File: config.mk
export PLATFORM = sky130hd
export DESIGN_NAME = dmem_arbiter_flat
export DESIGN_NICKNAME = d
export VERILOG_FILES = /design/src/rtl/dmem_pkg.sv /design/src/rtl/dmem_arbiter_if.sv /design/src/rtl/dmem_arbiter_rr_arb2.sv /design/src/rtl/dmem_arbiter.sv /design/src/flat_wrapper.sv
export SDC_FILE = /design/constraint.sdc
export NUM_CORES = 1
export LEC_CHECK = 0
export ABC_AREA = 1
export CORE_AREA = 2 2 116 118
export CTS_CLUSTER_SIZE = 25
export DETAILED_ROUTE_END_ITERATION = 16
export DIE_AREA = 0 0 118 120
export PLACE_DENSITY = 0.69
export SYNTH_ARGS = -nofsm -noshare
export SYNTH_HDL_FRONTEND = slang
export SYNTH_SLANG_ARGS = --single-unit
File: constraint.sdc
create_clock -name clk -period 4.9 [get_ports clk]
set_input_delay 0.735 -clock clk [delete_from_list [all_inputs] [get_ports clk]]
set_output_delay 0.735 -clock clk [all_outputs]
set_load 0.01 [all_outputs]
File: src/rtl/dmem_pkg.sv
// Shared types, sizing and the byte-merge helper for the data-memory arbiter.
package dmem_pkg;

  localparam int DEPTH_WORDS = 131072;
  localparam int IDX_W       = 17;

  // state  | meaning
  // IDLE   | waiting for a request; ready is offered to the granted requester
  // ACCESS | latched index on the memory port; full stores write here
  // MERGE  | read word returned; partial store writes the merged word
  // RESP   | one-cycle response pulse to the latched requester
  typedef enum logic [1:0] {
    IDLE   = 2'd0,
    ACCESS = 2'd1,
    MERGE  = 2'd2,
    RESP   = 2'd3
  } state_e;

  // Byte i comes from wdata when be[i] is set, otherwise from the read word.
  function automatic logic [31:0] merge_bytes(input logic [31:0] wdata,
                                              input logic [31:0] rdata,
                                              input logic [3:0]  be);
    logic [31:0] res;
    for (int i = 0; i < 4; i++) begin
      res[8*i +: 8] = be[i] ? wdata[8*i +: 8] : rdata[8*i +: 8];
    end
    return res;
  endfunction

endpackage

File: src/rtl/dmem_arbiter_if.sv
// Requester-side request/response bundle; one instance per requester.
interface dmem_req_if;
  logic        valid;
  logic        ready;
  logic        we;
  logic [31:0] addr;
  logic [31:0] wdata;
  logic [3:0]  be;
  logic        rsp_valid;
  logic [31:0] rsp_rdata;
  logic        rsp_err;

  modport master (
    output valid, we, addr, wdata, be,
    input  ready, rsp_valid, rsp_rdata, rsp_err
  );

  modport slave (
    input  valid, we, addr, wdata, be,
    output ready, rsp_valid, rsp_rdata, rsp_err
  );
endinterface

File: src/rtl/dmem_arbiter_rr_arb2.sv
// Two-way round-robin grant with a one-bit "last served" pointer.
module rr_arb2 (
  input  logic       clk,
  input  logic       rst,
  input  logic [1:0] req_i,
  input  logic       en_i,
  output logic [1:0] gnt_o
);

  // 1 = requester 1 was served last, so requester 0 wins the next tie
  logic last_q;

  // Grant: a lone requester always wins, a tie goes to the one not served last.
  always_comb begin
    gnt_o = 2'b00;
    if (en_i) begin
      if (req_i == 2'b11) begin
        gnt_o = last_q ? 2'b01 : 2'b10;
      end else begin
        gnt_o = req_i;
      end
    end
  end

  // Pointer moves only when a grant is actually taken.
  always_ff @(posedge clk or posedge rst) begin
    if (rst) begin
      last_q <= 1'b1;
    end else if (gnt_o != 2'b00) begin
      last_q <= gnt_o[1];
    end
  end

endmodule

File: src/rtl/dmem_arbiter.sv
// Arbitrates CPU (r0) and DMA (r1) accesses onto one synchronous data memory,
// turning partial stores into a read-merge-write sequence.
module dmem_arbiter #(
  parameter int DEPTH_WORDS = dmem_pkg::DEPTH_WORDS,
  parameter int IDX_W       = dmem_pkg::IDX_W
) (
  input  logic             clk,
  input  logic             rst,
  dmem_req_if.slave        r0,
  dmem_req_if.slave        r1,
  output logic [IDX_W-1:0] mem_addr,
  output logic             mem_we,
  output logic [31:0]      mem_wd,
  input  logic [31:0]      mem_rd
);
  import dmem_pkg::*;

  // First byte address past the memory; for a power-of-two depth this is the
  // same as "any address bit above the word index is set".
  localparam logic [33:0] BYTE_SPAN = {32'(DEPTH_WORDS), 2'b00};

  state_e           state_q;
  logic [IDX_W-1:0] mem_addr_q;
  logic             mem_we_q;
  logic             we_q;
  logic             err_q;
  logic             id_q;
  logic [31:0]      wdata_q;
  logic [3:0]       be_q;
  logic [1:0]       rsp_valid_q;
  logic [1:0]       rsp_err_q;

  logic [1:0]       gnt;
  logic             accept;
  logic             sel_d;
  logic             we_d;
  logic [31:0]      addr_d;
  logic [31:0]      wdata_d;
  logic [3:0]       be_d;
  logic [IDX_W-1:0] idx_d;
  logic             err_d;
  logic             partial;

  rr_arb2 u_rr_arb2 (
    .clk   (clk),
    .rst   (rst),
    .req_i ({r1.valid, r0.valid}),
    .en_i  ((state_q == IDLE) && !rst),
    .gnt_o (gnt)
  );

  assign r0.ready = gnt[0];
  assign r1.ready = gnt[1];
  assign accept   = |gnt;

  // Steer the granted requester's fields toward the latch.
  always_comb begin
    sel_d   = gnt[1];
    we_d    = sel_d ? r1.we    : r0.we;
    addr_d  = sel_d ? r1.addr  : r0.addr;
    wdata_d = sel_d ? r1.wdata : r0.wdata;
    be_d    = sel_d ? r1.be    : r0.be;
  end

  assign idx_d   = addr_d[IDX_W+1:2];
  assign err_d   = ({2'b00, addr_d} >= BYTE_SPAN);
  assign partial = we_q && !err_q && (be_q != 4'hF) && (be_q != 4'h0);

  // Transaction sequencer; memory strobes and response pulses are registered.
  always_ff @(posedge clk or posedge rst) begin
    if (rst) begin
      state_q     <= IDLE;
      mem_addr_q  <= '0;
      mem_we_q    <= 1'b0;
      we_q        <= 1'b0;
      err_q       <= 1'b0;
      id_q        <= 1'b0;
      wdata_q     <= 32'h0;
      be_q        <= 4'h0;
      rsp_valid_q <= 2'b00;
      rsp_err_q   <= 2'b00;
    end else begin
      case (state_q)
        IDLE: begin
          mem_we_q <= 1'b0;
          if (accept) begin
            we_q       <= we_d;
            err_q      <= err_d;
            id_q       <= sel_d;
            wdata_q    <= wdata_d;
            be_q       <= be_d;
            mem_addr_q <= idx_d;
            mem_we_q   <= we_d && (be_d == 4'hF) && !err_d;
            state_q    <= ACCESS;
          end
        end
        ACCESS: begin
          if (partial) begin
            mem_we_q <= 1'b1;
            state_q  <= MERGE;
          end else begin
            mem_we_q          <= 1'b0;
            rsp_valid_q[id_q] <= 1'b1;
            rsp_err_q[id_q]   <= err_q;
            state_q           <= RESP;
          end
        end
        MERGE: begin
          mem_we_q          <= 1'b0;
          rsp_valid_q[id_q] <= 1'b1;
          rsp_err_q[id_q]   <= err_q;
          state_q           <= RESP;
        end
        RESP: begin
          rsp_valid_q <= 2'b00;
          rsp_err_q   <= 2'b00;
          state_q     <= IDLE;
        end
        default: begin
          mem_we_q <= 1'b0;
          state_q  <= IDLE;
        end
      endcase
    end
  end

  assign mem_addr = mem_addr_q;
  assign mem_we   = mem_we_q;
  assign mem_wd   = (state_q == MERGE) ? merge_bytes(wdata_q, mem_rd, be_q) : wdata_q;

  // Read data is live memory output, exposed only on a load response without error.
  assign r0.rsp_valid = rsp_valid_q[0];
  assign r1.rsp_valid = rsp_valid_q[1];
  assign r0.rsp_err   = rsp_err_q[0];
  assign r1.rsp_err   = rsp_err_q[1];
  assign r0.rsp_rdata = (rsp_valid_q[0] && !we_q && !err_q) ? mem_rd : 32'h0;
  assign r1.rsp_rdata = (rsp_valid_q[1] && !we_q && !err_q) ? mem_rd : 32'h0;

endmodule

File: src/flat_wrapper.sv
// flat-port wrapper written by rule: the top's interface ports become plain ports
module dmem_arbiter_flat import dmem_pkg::*;
#(
  parameter int DEPTH_WORDS = dmem_pkg::DEPTH_WORDS,
  parameter int IDX_W       = dmem_pkg::IDX_W
)
  (clk, rst, mem_addr, mem_we, mem_wd, mem_rd, r0_valid, r0_we, r0_addr, r0_wdata, r0_be, r0_ready, r0_rsp_valid, r0_rsp_rdata, r0_rsp_err, r1_valid, r1_we, r1_addr, r1_wdata, r1_be, r1_ready, r1_rsp_valid, r1_rsp_rdata, r1_rsp_err);
  dmem_req_if r0_i ();
  dmem_req_if r1_i ();
  input  logic clk;
  input  logic rst;
  output logic [IDX_W-1:0] mem_addr;
  output logic mem_we;
  output logic [31:0] mem_wd;
  input  logic [31:0] mem_rd;
  input wire logic [$bits(r0_i.valid)-1:0] r0_valid;
  input wire logic [$bits(r0_i.we)-1:0] r0_we;
  input wire logic [$bits(r0_i.addr)-1:0] r0_addr;
  input wire logic [$bits(r0_i.wdata)-1:0] r0_wdata;
  input wire logic [$bits(r0_i.be)-1:0] r0_be;
  output wire logic [$bits(r0_i.ready)-1:0] r0_ready;
  output wire logic [$bits(r0_i.rsp_valid)-1:0] r0_rsp_valid;
  output wire logic [$bits(r0_i.rsp_rdata)-1:0] r0_rsp_rdata;
  output wire logic [$bits(r0_i.rsp_err)-1:0] r0_rsp_err;
  input wire logic [$bits(r1_i.valid)-1:0] r1_valid;
  input wire logic [$bits(r1_i.we)-1:0] r1_we;
  input wire logic [$bits(r1_i.addr)-1:0] r1_addr;
  input wire logic [$bits(r1_i.wdata)-1:0] r1_wdata;
  input wire logic [$bits(r1_i.be)-1:0] r1_be;
  output wire logic [$bits(r1_i.ready)-1:0] r1_ready;
  output wire logic [$bits(r1_i.rsp_valid)-1:0] r1_rsp_valid;
  output wire logic [$bits(r1_i.rsp_rdata)-1:0] r1_rsp_rdata;
  output wire logic [$bits(r1_i.rsp_err)-1:0] r1_rsp_err;
  assign r0_i.valid = r0_valid;
  assign r0_i.we = r0_we;
  assign r0_i.addr = r0_addr;
  assign r0_i.wdata = r0_wdata;
  assign r0_i.be = r0_be;
  assign r0_ready = r0_i.ready;
  assign r0_rsp_valid = r0_i.rsp_valid;
  assign r0_rsp_rdata = r0_i.rsp_rdata;
  assign r0_rsp_err = r0_i.rsp_err;
  assign r1_i.valid = r1_valid;
  assign r1_i.we = r1_we;
  assign r1_i.addr = r1_addr;
  assign r1_i.wdata = r1_wdata;
  assign r1_i.be = r1_be;
  assign r1_ready = r1_i.ready;
  assign r1_rsp_valid = r1_i.rsp_valid;
  assign r1_rsp_rdata = r1_i.rsp_rdata;
  assign r1_rsp_err = r1_i.rsp_err;
  dmem_arbiter #(.DEPTH_WORDS(DEPTH_WORDS), .IDX_W(IDX_W)) u_core (.clk(clk), .rst(rst), .r0(r0_i), .r1(r1_i), .mem_addr(mem_addr), .mem_we(mem_we), .mem_wd(mem_wd), .mem_rd(mem_rd));
endmodule
==> results of run 1 <==
[power breakdown]
| part | switching, W | leakage [nW] | internal [W] |
|---|---|---|---|
| clock network | 0.000224 | 0.159 | 0.000469 |
| logic | 0.00110 | 2.30 | 0.00115 |
| registers | 0.000146 | 0.721 | 0.000794 |
| total | 0.00148 | 3.18 | 0.00242 |
[path summary, 6_finish.rpt]
kind,startpoint,end,slack (ns)
worst min register to register,u_core.mem_we,u_core.mem_we,0.53
min in group asynchronous,rst,u_core.rsp_err_q[0],1.14
worst max register to register,u_core.state_q[0],u_core.wdata_q[30],2.36
worst min-delay path,u_core.mem_we,u_core.mem_we,0.53
worst max-delay path,u_core.err_q,r1_rsp_rdata[10],1.59
max in group asynchronous,rst,u_core.wdata_q[16],3.23
[sequential cells by signal, summed over array words and instances (netlist names)]
name and cells:
u_core.wdata_q 32, u_core.state_q 2, u_core.u_rr_arb2.last_q 1, u_core.we_q 1, u_core.rsp_err_q 2, u_core.rsp_valid_q 2, u_core.mem_addr 17, u_core.mem_we 1
u_core.id_q 1, u_core.be_q 4, u_core.err_q 1
[layer usage]
layer	global-route usage	vias up
met5	0	-
met4	0.0783	0
met3	0.0618	18
met2	0.364	210
met1	0.237	2034
li1	-	2388
[layout make-up]
cell class / count / area (sq um)
Inverter: 57 / 214
Clock inverter: 3 / 65.1
Sequential cell: 64 / 1600
Clock buffer: 12 / 256
Multi-Input combinational cell: 425 / 1930
Fill cell: 1274 / 5760
Timing Repair Buffer: 295 / 2940
Tap cell: 176 / 220
[worst reg2reg max path: cells and delay by family, from the launching register on]
family | cells | cell delay (ns)
compound gates | 1 | 0.18
fa+ha+maj | 1 | 0.26
flops | 1 | 0.43
buf+inv | 3 | 0.73
simple gates | 4 | 0.87
[cell families after synthesis]
logic type | after synthesis
adder cells (fa/ha/maj) | 6
buffers and inverters | 90
flip-flops | 64
AND/OR/NAND/NOR | 317
AO/OA/AOI/OAI | 102
[per-stage QoR]
stage,utilization,setup WS [ns],instance area (sq um),total power [W]
final,0.556,1.59,7220,0.00389
after detailed placement,0.532,1.94,6900,0.00323
after global placement,0.532,1.96,6900,0.00319
after floorplan,-,1.31,3900,0.00202
after global routing,0.556,1.46,7220,0.00419
after CTS,0.556,1.58,7220,0.00394
[cells in the final DEF, fill, tap and decap left out, drive strengths merged, types with 3 or more instances in the layout]
cell	Yosys	routed
clkdlybuf4s50	0	289
nand2	158	158
nor2	138	138
dfrtp	63	63
inv	56	57
a31oi	49	49
o21ai	47	47
clkbuf	10	12
nand3	11	11
nand4	8	8
ha	6	6
buf	23	6
a21oi	3	3
==> results.md, run 1 <==
* Final slew viol count at 0
* Post-synth top cells: nand2_1, nor2_1, dfrtp_1
* Largest net degree at the start of global routing at around 70
* Syn nets at about 760
* Antenna diodes at 0
* Starting Density at 0.301
* Top layer reached by signal wires: met4
* Static Leak at approximately 3.2 nW
* DRC at 0
* Final Cycle Share at 0.675
* MaxCap Viol Count at 0
* Crit-path cells: inv_1 -> nand3_1 -> buf_4 -> nor2_1 -> clkdlybuf4s50_1
* Xor and xnor area share after synthesis at 0
* Die area at 14200 sq um
* Setup CP Type: register to output port
* Clock Tree Buf Depth at 2
* CP endpoint kind: output port
* Drt wl/cell at 14.1 um
* GR Util All Layers at 0.207
* Setup TNS at 0 ns
* Global-route wire length before repair at 23.3 mm
* Metal2 WL at roughly 7.2 mm
* DRT iter0 DRCs at between 200 and 250
* Post-CTS Setup Inserts at 0
* Max frequency at between 0.3 and 0.4 GHz
* Port bufs at ~290
* Ys Warns at 0
* Sequential area share after synthesis at 0.411
* CTS clk-pin slew, worst paths at around 0.050 ns
* HP Class: register to register
* Die Width at between 100 and 150 um
* Delay-heaviest family, CP: buffers and inverters
* Post-synth ARST share at 1.00
* GR Overflow Total at 0
* H-tree depth at 3
* Maximum VDD drop at 0.000225 V
* Row cnt at 42
* DP Wirelength at 11.1 mm
* Vias in the first global route at between 4000 and 5000
* CTS Hold Buffers Added at 0
* Crit-path max FO at 17
* Status: finished, final reports clean
* Layout Cells excl Fill at about 1000
* Metal-1 WL at 5.86 mm
* Post-Syn Instances at slightly below 600
* PostCTS Resize Cnt at 0
* Layout cell share with drive strength beyond 1 at 0.0386
* Met3 wire len at 1.24 mm
* WP data required at between 4 and 5 ns
* Synthesized area per cell at about 6.7 sq um
* Cells on Worst Hold Path at 2
* Initial antenna violation count at 0
* Fin Hold WS at around 0.53 ns
* Synth Flop Type: dfrtp_1
* Fin. Hold Viols at 0
* RSZ-0062 raised after global routing: no
* Most numerous cell in the Yosys netlist: nand2_1
* Final Net Count at roughly 1000
* TritonRoute pass-1 iters at 4
* Simple-Gate Fraction of Synth Area at 0.320
* Compound-gate portion of the synthesized area at 0.150
* Worst slew pin tran at ~0.83 ns
* Vert. Die Dim at about 120 um
* Adder-Cell Fraction of Synth Area at 0.0192
* Ratio of total power to cell area at 539 nW/um^2
* CP Launch Type: register
* Top post-synthesis cells by area: dfrtp_1, nand2_1, nor2_1
* CP Depth at 5
* Final setup vio count at 0
* Slowest stage delay, CP at roughly 0.57 ns
* Worst Path Arrival at between 2 and 3 ns
* Synth-to-Final Area Change at 85.2%
* Final Critical Period at approximately 3.3 ns
* Cts bufs inserted at 9
* Yosys top cell by area: dfrtp_1
* Critical path's slowest cell: nand3_1
* Vias per cell at around 4.5
* WP buf/inv at 3
* CORE AREA at approximately 13000 sq um
* Clock latency on the worst-skew pair at roughly 0.33 ns
* CTS tree: built
* Post-synth EDFFs at 0
* IO Pins at a little under 300
* Routed vias at around 4700
* Inst Count DP at 1017
* Final wirelength at around 15 mm
* CTS root buf: clkbuf_16
* Mapped Area at 3900 sq um
* # clock sinks at between 60 and 70
* Largest family of logic cells by synthesized area: simple AND/OR/NAND/NOR gates
* Seq cells post-synth at 64
* Final GP Congestion at roughly 0.81
* Relative slew slack at 0.444
* R2R cell count at 9
* Setup Skew at between 0.005 and 0.006 ns
* Mux contribution to synthesized area at 0
* Top-area cell type share of the netlist area at 0.404
* Distinct cell type count of the synthesized netlist at 25
* Antenna Nets Post-Route at 0
Power figures use the tool's default switching activity.
==> run 2, diff against run 1 <==
==> constraint.sdc (replaced) <==
create_clock -name clk -period 3.4 [get_ports clk]
set_input_delay 0.51 -clock clk [delete_from_list [all_inputs] [get_ports clk]]
set_output_delay 0.51 -clock clk [all_outputs]
set_load 0.01 [all_outputs]
==> results.md, run 2 (synthesized netlist as in run 1, its figures left out) <==
* Status: finished, final reports clean (unchanged)
* Final wirelength at 14.4 mm (was 14.6 mm)
* Most frequent cells in the layout: clkdlybuf4s50_1, nand2_1, nor2_1 (unchanged)
* Final GP Congestion at 0.815 (was 0.809)
* Setup TNS at 0 ns (unchanged)
* DRT iter0 DRCs at 206 (was 233)
* MaxCap Viol Count at 0 (unchanged)
* Critical path's slowest cell: clkdlybuf4s50_1 (was nand3_1)
* Multi-input gate area at 1930 sq um (unchanged)
* WP data required at 2.89 ns (was 4.16 ns)
* RSZ-0062 raised after global routing: no (unchanged)
* Clock Tree Buf Depth at 2 (unchanged)
* CP endpoint kind: output port (unchanged)
* CP Launch Type: register (unchanged)
* Worst Path Arrival at 2.44 ns (was 2.57 ns)
* Post-CTS Setup Inserts at 0 (unchanged)
* Storage cell area at 1600 sq um (unchanged)
* Die Width at 118 um (unchanged)
* CTS Hold Buffers Added at 0 (unchanged)
* Clock latency on the worst-skew pair at 0.33 ns (about the same)
* Static Leak at 3.18 nW (about the same)
* Routed vias at 4702 (was 4650)
* # clock sinks at 64 (unchanged)
* Global-route wire length before repair at 22.9 mm (was 23.3 mm)
* TritonRoute pass-1 iters at 4 (unchanged)
* IO Pins at 294 (unchanged)
* Vias per cell at 4.54 (was 4.51)
* Starting Density at 0.301 (unchanged)
* Cts bufs inserted at 9 (unchanged)
* Fin util at 0.556 (about the same)
* Final Cycle Share at 0.868
* Relative slew slack at 0.440 (was 0.444)
* CORE AREA at 13000 sq um (unchanged)
* DRC at 0 (unchanged)
* Setup Skew at 0.00606 ns (was 0.00558 ns)
* Fin. Hold Viols at 0 (unchanged)
* Final Net Count at 1034 (was 1032)
* Max reg flops at 32 (unchanged)
* PostCTS Resize Cnt at 0 (unchanged)
* Vert. Die Dim at 120 um (unchanged)
* Largest register by flop count: u_core.wdata_q (unchanged)
* CTS root buf: clkbuf_16 (unchanged)
* Max frequency at 0.339 GHz
* Row cnt at 42 (unchanged)
* GR Overflow Total at 0 (unchanged)
* HP Class: register to register (unchanged)
* Slowest stage delay, CP at 0.59 ns (was 0.57 ns)
* Filler cell count at 1257 (was 1274)
* Crit-path max FO at 16 (was 17)
* Most common cell after layout, fill and taps aside: clkdlybuf4s50_1 (unchanged)
* Port bufs at 289 (unchanged)
* Maximum VDD drop at 0.000288 V (was 0.000225 V)
* Synth-to-Final Area Change at 85.0% (was 85.2%)
* Ratio of total power to cell area at 766 nW/um^2 (was 539 nW/um^2)
* Initial antenna violation count at 0 (unchanged)
* Antenna diodes at 0 (unchanged)
* Final setup vio count at 0 (unchanged)
* CTS tree: built (unchanged)
* Vias in the first global route at 4539 (was 4502)
* Final slew viol count at 0 (unchanged)
* Drt wl/cell at 13.9 um (was 14.1 um)
* Crit-path cells: inv_1 -> ha_1 -> nand2_1 -> o21ai_0 -> clkdlybuf4s50_1 (was inv_1 -> nand3_1 -> buf_4 -> nor2_1 -> clkdlybuf4s50_1)
* CTS clk-pin slew, worst paths at 0.05 ns (about the same)
* DP Wirelength at 10.9 mm (was 11.1 mm)
* Largest net degree at the start of global routing at 65 (was 72)
* GR Util All Layers at 0.204 (was 0.207)
* Setup CP Type: register to output port (unchanged)
* Final Critical Period at between 2 and 3 ns
* H-tree depth at 3 (unchanged)
* Layout cell share with drive strength beyond 1 at 0.0407 (was 0.0386)
* Worst slew pin tran at 0.840 ns (was 0.834 ns)
* Antenna Nets Post-Route at 0 (unchanged)
* Die area at 14200 sq um (unchanged)
-- run 2: cell types whose count changed in the layout (fill, tap and decap cells not counted) --
cell / delta
bufinv_16: -1
clkbuf_1: +1
clkinv_2: +1
buf_4: +2
-- run 2: path summary, 6_finish.rpt --
kind                                    startpoint                 endpoint  cells past startpoint  slack (ns)
max in group asynchronous                      rst       u_core.wdata_q[29]                      3        1.96
min                        u_core.u_rr_arb2.last_q  u_core.u_rr_arb2.last_q                      2        0.52
max                              u_core.state_q[0]               mem_wd[30]                      5        0.45
min in group asynchronous                      rst              u_core.id_q                      3        0.90
max reg2reg                      u_core.state_q[0]       u_core.mem_addr[0]                      9        1.06
min reg2reg                u_core.u_rr_arb2.last_q  u_core.u_rr_arb2.last_q                      2        0.52
-- run 2: routing by layer --
layer	share of wire	track usage	wire, um
met1	0.40	0.224	5810
met2	0.49	0.368	7060
met3	0.086	0.0646	1240
met4	0.018	0.0723	255
met5	0	0	0
-- run 2: cell type report --
| type | instances | share of cell area |
|---|---|---|
| Tap cell | 176 | 0.0305 |
| Clock inverter | 3 | 0.00555 |
| Timing Repair Buffer | 297 | 0.409 |
| Multi-Input combinational cell | 425 | 0.267 |
| Clock buffer | 13 | 0.0361 |
| Sequential cell | 64 | 0.222 |
| Inverter | 57 | 0.0296 |
-- run 2: metrics by stage --
step | worst slack [ns] | std cells | power (W) | cell area [sq um] | hold WS [ns]
4_1_cts | 0.453 | 1035 | 0.00561 | 7220 | 0.520
5_1_grt | 0.269 | 1035 | 0.00597 | 7220 | 0.568
3_5_place_dp | 0.800 | 1019 | 0.00465 | 6920 | 0.506
6_report | 0.448 | 1035 | 0.00553 | 7220 | 0.517
3_3_place_gp | 0.790 | 1019 | 0.00462 | 6920 | 0.504
2_1_floorplan | 0.265 | 579 | 0.00291 | 3900 | 0.474
-- run 2: critical path: cells and delay by family (launching register included) --
family | cells | cell delay, ns
AND/OR/NAND/NOR | 1 | 0.35
flip-flops | 1 | 0.42
AO/OA/AOI/OAI | 1 | 0.37
adder cells (fa/ha/maj) | 1 | 0.24
buffers and inverters | 2 | 0.73
-- run 2: power breakdown --
part	switching [W]	internal, W	leakage [nW]
Sequential	0.000212	0.00114	0.721
Combinational	0.00157	0.00167	2.31
Clock	0.000323	0.000605	0.150
Total	0.00211	0.00342	3.18
==> run 3, diff against run 2 <==
--- a/config.mk
+++ b/config.mk
@@ -10,6 +10,7 @@
 export CTS_CLUSTER_SIZE = 25
 export DETAILED_ROUTE_END_ITERATION = 16
 export DIE_AREA = 0 0 118 120
+export HOLD_SLACK_MARGIN = 0.08
 export PLACE_DENSITY = 0.69
 export SYNTH_ARGS = -nofsm -noshare
 export SYNTH_HDL_FRONTEND = slang
==> constraint.sdc (replaced) <==
create_clock -name clk -period 2.9 [get_ports clk]
set_input_delay 0.435 -clock clk [delete_from_list [all_inputs] [get_ports clk]]
set_output_delay 0.435 -clock clk [all_outputs]
set_load 0.01 [all_outputs]
==> results.md, run 3 (synthesized netlist as in run 1, its figures left out) <==
* H-tree depth at 3 (unchanged)
* CP Launch Type: register (unchanged)
* CTS tree: built (unchanged)
* # clock sinks at 64 (unchanged)
* Global-route wire length before repair at 23.6 mm (was 22.9 mm)
* Final slew viol count at 0 (unchanged)
* Most frequent cells in the layout: clkdlybuf4s50_1, nand2_1, nor2_1 (unchanged)
* CORE AREA at 13000 sq um (unchanged)
* Vias in the first global route at 4654 (was 4539)
* GR Util All Layers at 0.209 (was 0.204)
* Placed cell areas at 6960 sq um (was 6920 sq um)
* Cts bufs inserted at 9 (unchanged)
* Final Critical Period at between 2 and 3 ns
* Synth-to-Final Area Change at 86.8% (was 85.0%)
* Die area at 14200 sq um (unchanged)
* Multi-input gate area at 1930 sq um (unchanged)
* DRC at 0 (unchanged)
* Vias per cell at 4.47 (was 4.54)
* CTS root buf: clkbuf_16 (unchanged)
* Setup CP Type: register to output port (unchanged)
* Drt wl/cell at 14.0 um (was 13.9 um)
* IO Pins at 294 (unchanged)
* Crit-path max FO at 16 (unchanged)
* CTS clk-pin slew, worst paths at 0.05 ns (about the same)
* Setup Skew at 0.00924 ns (was 0.00606 ns)
* Final setup vio count at 0 (unchanged)
* Final wirelength at 14.5 mm (was 14.4 mm)
* TritonRoute pass-1 iters at 4 (unchanged)
* Worst slew pin tran at 0.850 ns (was 0.840 ns)
* Max reg flops at 32 (unchanged)
* Dpl ws at 0.409 ns (was 0.800 ns)
* Row cnt at 42 (unchanged)
* Antenna Nets Post-Route at 0 (unchanged)
* Layout cell share with drive strength beyond 1 at 0.0430 (was 0.0407)
* Worst Path Arrival at 2.36 ns (was 2.44 ns)
* CTS Hold Buffers Added at 0 (unchanged)
* Static Leak at 3.20 nW (was 3.18 nW)
* Relative slew slack at 0.433 (was 0.440)
* Fin. Hold Viols at 0 (unchanged)
* Finished layout cell area at 7290 sq um (was 7220 sq um)
* Clock Tree Buf Depth at 2 (unchanged)
* Clock latency on the worst-skew pair at 0.33 ns (about the same)
* Die Width at 118 um (unchanged)
* Status: finished, final reports clean (unchanged)
* CP endpoint kind: output port (unchanged)
* Maximum VDD drop at 0.000399 V (was 0.000288 V)
* Max frequency at ~0.36 GHz
* Routed vias at 4637 (was 4702)
* Largest register by flop count: u_core.wdata_q (unchanged)
* MaxCap Viol Count at 0 (unchanged)
* Final Net Count at 1036 (was 1034)
* Antenna diodes at 0 (unchanged)
* Power Total at 0.00662 W (was 0.00553 W)
* DRT iter0 DRCs at 173 (was 206)
* Setup TNS at 0 ns (unchanged)
* Initial antenna violation count at 1 (was 0)
* Largest net degree at the start of global routing at 65 (unchanged)
* Storage cell area at 1600 sq um (unchanged)
* Final GP Congestion at 0.790 (was 0.815)
* HP Class: register to register (unchanged)
* RSZ-0062 raised after global routing: yes (was no)
* Starting Density at 0.301 (unchanged)
* Fin util at 0.561 (was 0.556)
* Port bufs at 289 (unchanged)
* Final Cycle Share at 0.964
* WP data required at 2.47 ns (was 2.89 ns)
* GR Overflow Total at 0 (unchanged)
* DP Wirelength at 11.2 mm (was 10.9 mm)
* Filler cell count at 1300 (was 1257)
* Setup WS post-layout at 0.103 ns (was 0.448 ns)
* Vert. Die Dim at 120 um (unchanged)
* Ratio of total power to cell area at 909 nW/um^2 (was 766 nW/um^2)
* Most common cell after layout, fill and taps aside: clkdlybuf4s50_1 (unchanged)
-- run 3: power by group --
group	internal [W]	switching [W]
Combinational	0.00199	0.00185
Sequential	0.00134	0.000263
Clock	0.000798	0.000383
Total	0.00413	0.00249
-- run 3: final timing paths --
path,end,depth (start not counted),slack [ns],from
worst min register to register,u_core.u_rr_arb2.last_q,2,0.52,u_core.u_rr_arb2.last_q
worst max register to register,u_core.mem_we,10,0.79,u_core.state_q[0]
worst min-delay path,u_core.u_rr_arb2.last_q,2,0.52,u_core.u_rr_arb2.last_q
min in group asynchronous,u_core.err_q,3,0.90,rst
worst max-delay path,mem_wd[23],6,0.10,u_core.state_q[0]
max in group asynchronous,u_core.mem_addr[12],3,1.43,rst
-- run 3: stage by stage --
stage,instances,hold WS [ns]
after floorplan,579,0.474
after global placement,1021,0.495
after detailed placement,1021,0.511
after CTS,1037,0.512
after global routing,1037,0.560
final,1037,0.516
-- run 3: final cells by class --
type | instances | share of cell area
Clock buffer | 13 | 0.0357
Timing Repair Buffer | 299 | 0.411
Tap cell | 176 | 0.0302
Multi-Input combinational cell | 425 | 0.264
Clock inverter | 3 | 0.00893
Sequential cell | 64 | 0.220
Inverter | 57 | 0.0299
-- run 3: per-layer routing --
layer  routed length [um]  up-vias  track usage  part of all wire
met4                  206        0       0.0761             0.014
met3                 1130       13       0.0566             0.078
li1                     -     2404            -                 -
met1                 5990     2030        0.240              0.41
met2                 7180      190        0.373              0.50
met5                    0        -            0                 0
-- run 3: repair_timing --
action / 4_1_cts / 5_1_grt
setup endpoints to repair: 0 / 32
gates resized for setup: 0 / 0
buffers inserted: 0 / 0
-- run 3: critical path, stage by stage (launching register included) --
cell             delay (ns)
dfrtp_1                0.44
inv_1                  0.12
ha_1                   0.26
nand2_1                0.40
nand2_1                0.12
o21ai_0                0.10
clkdlybuf4s50_1        0.59
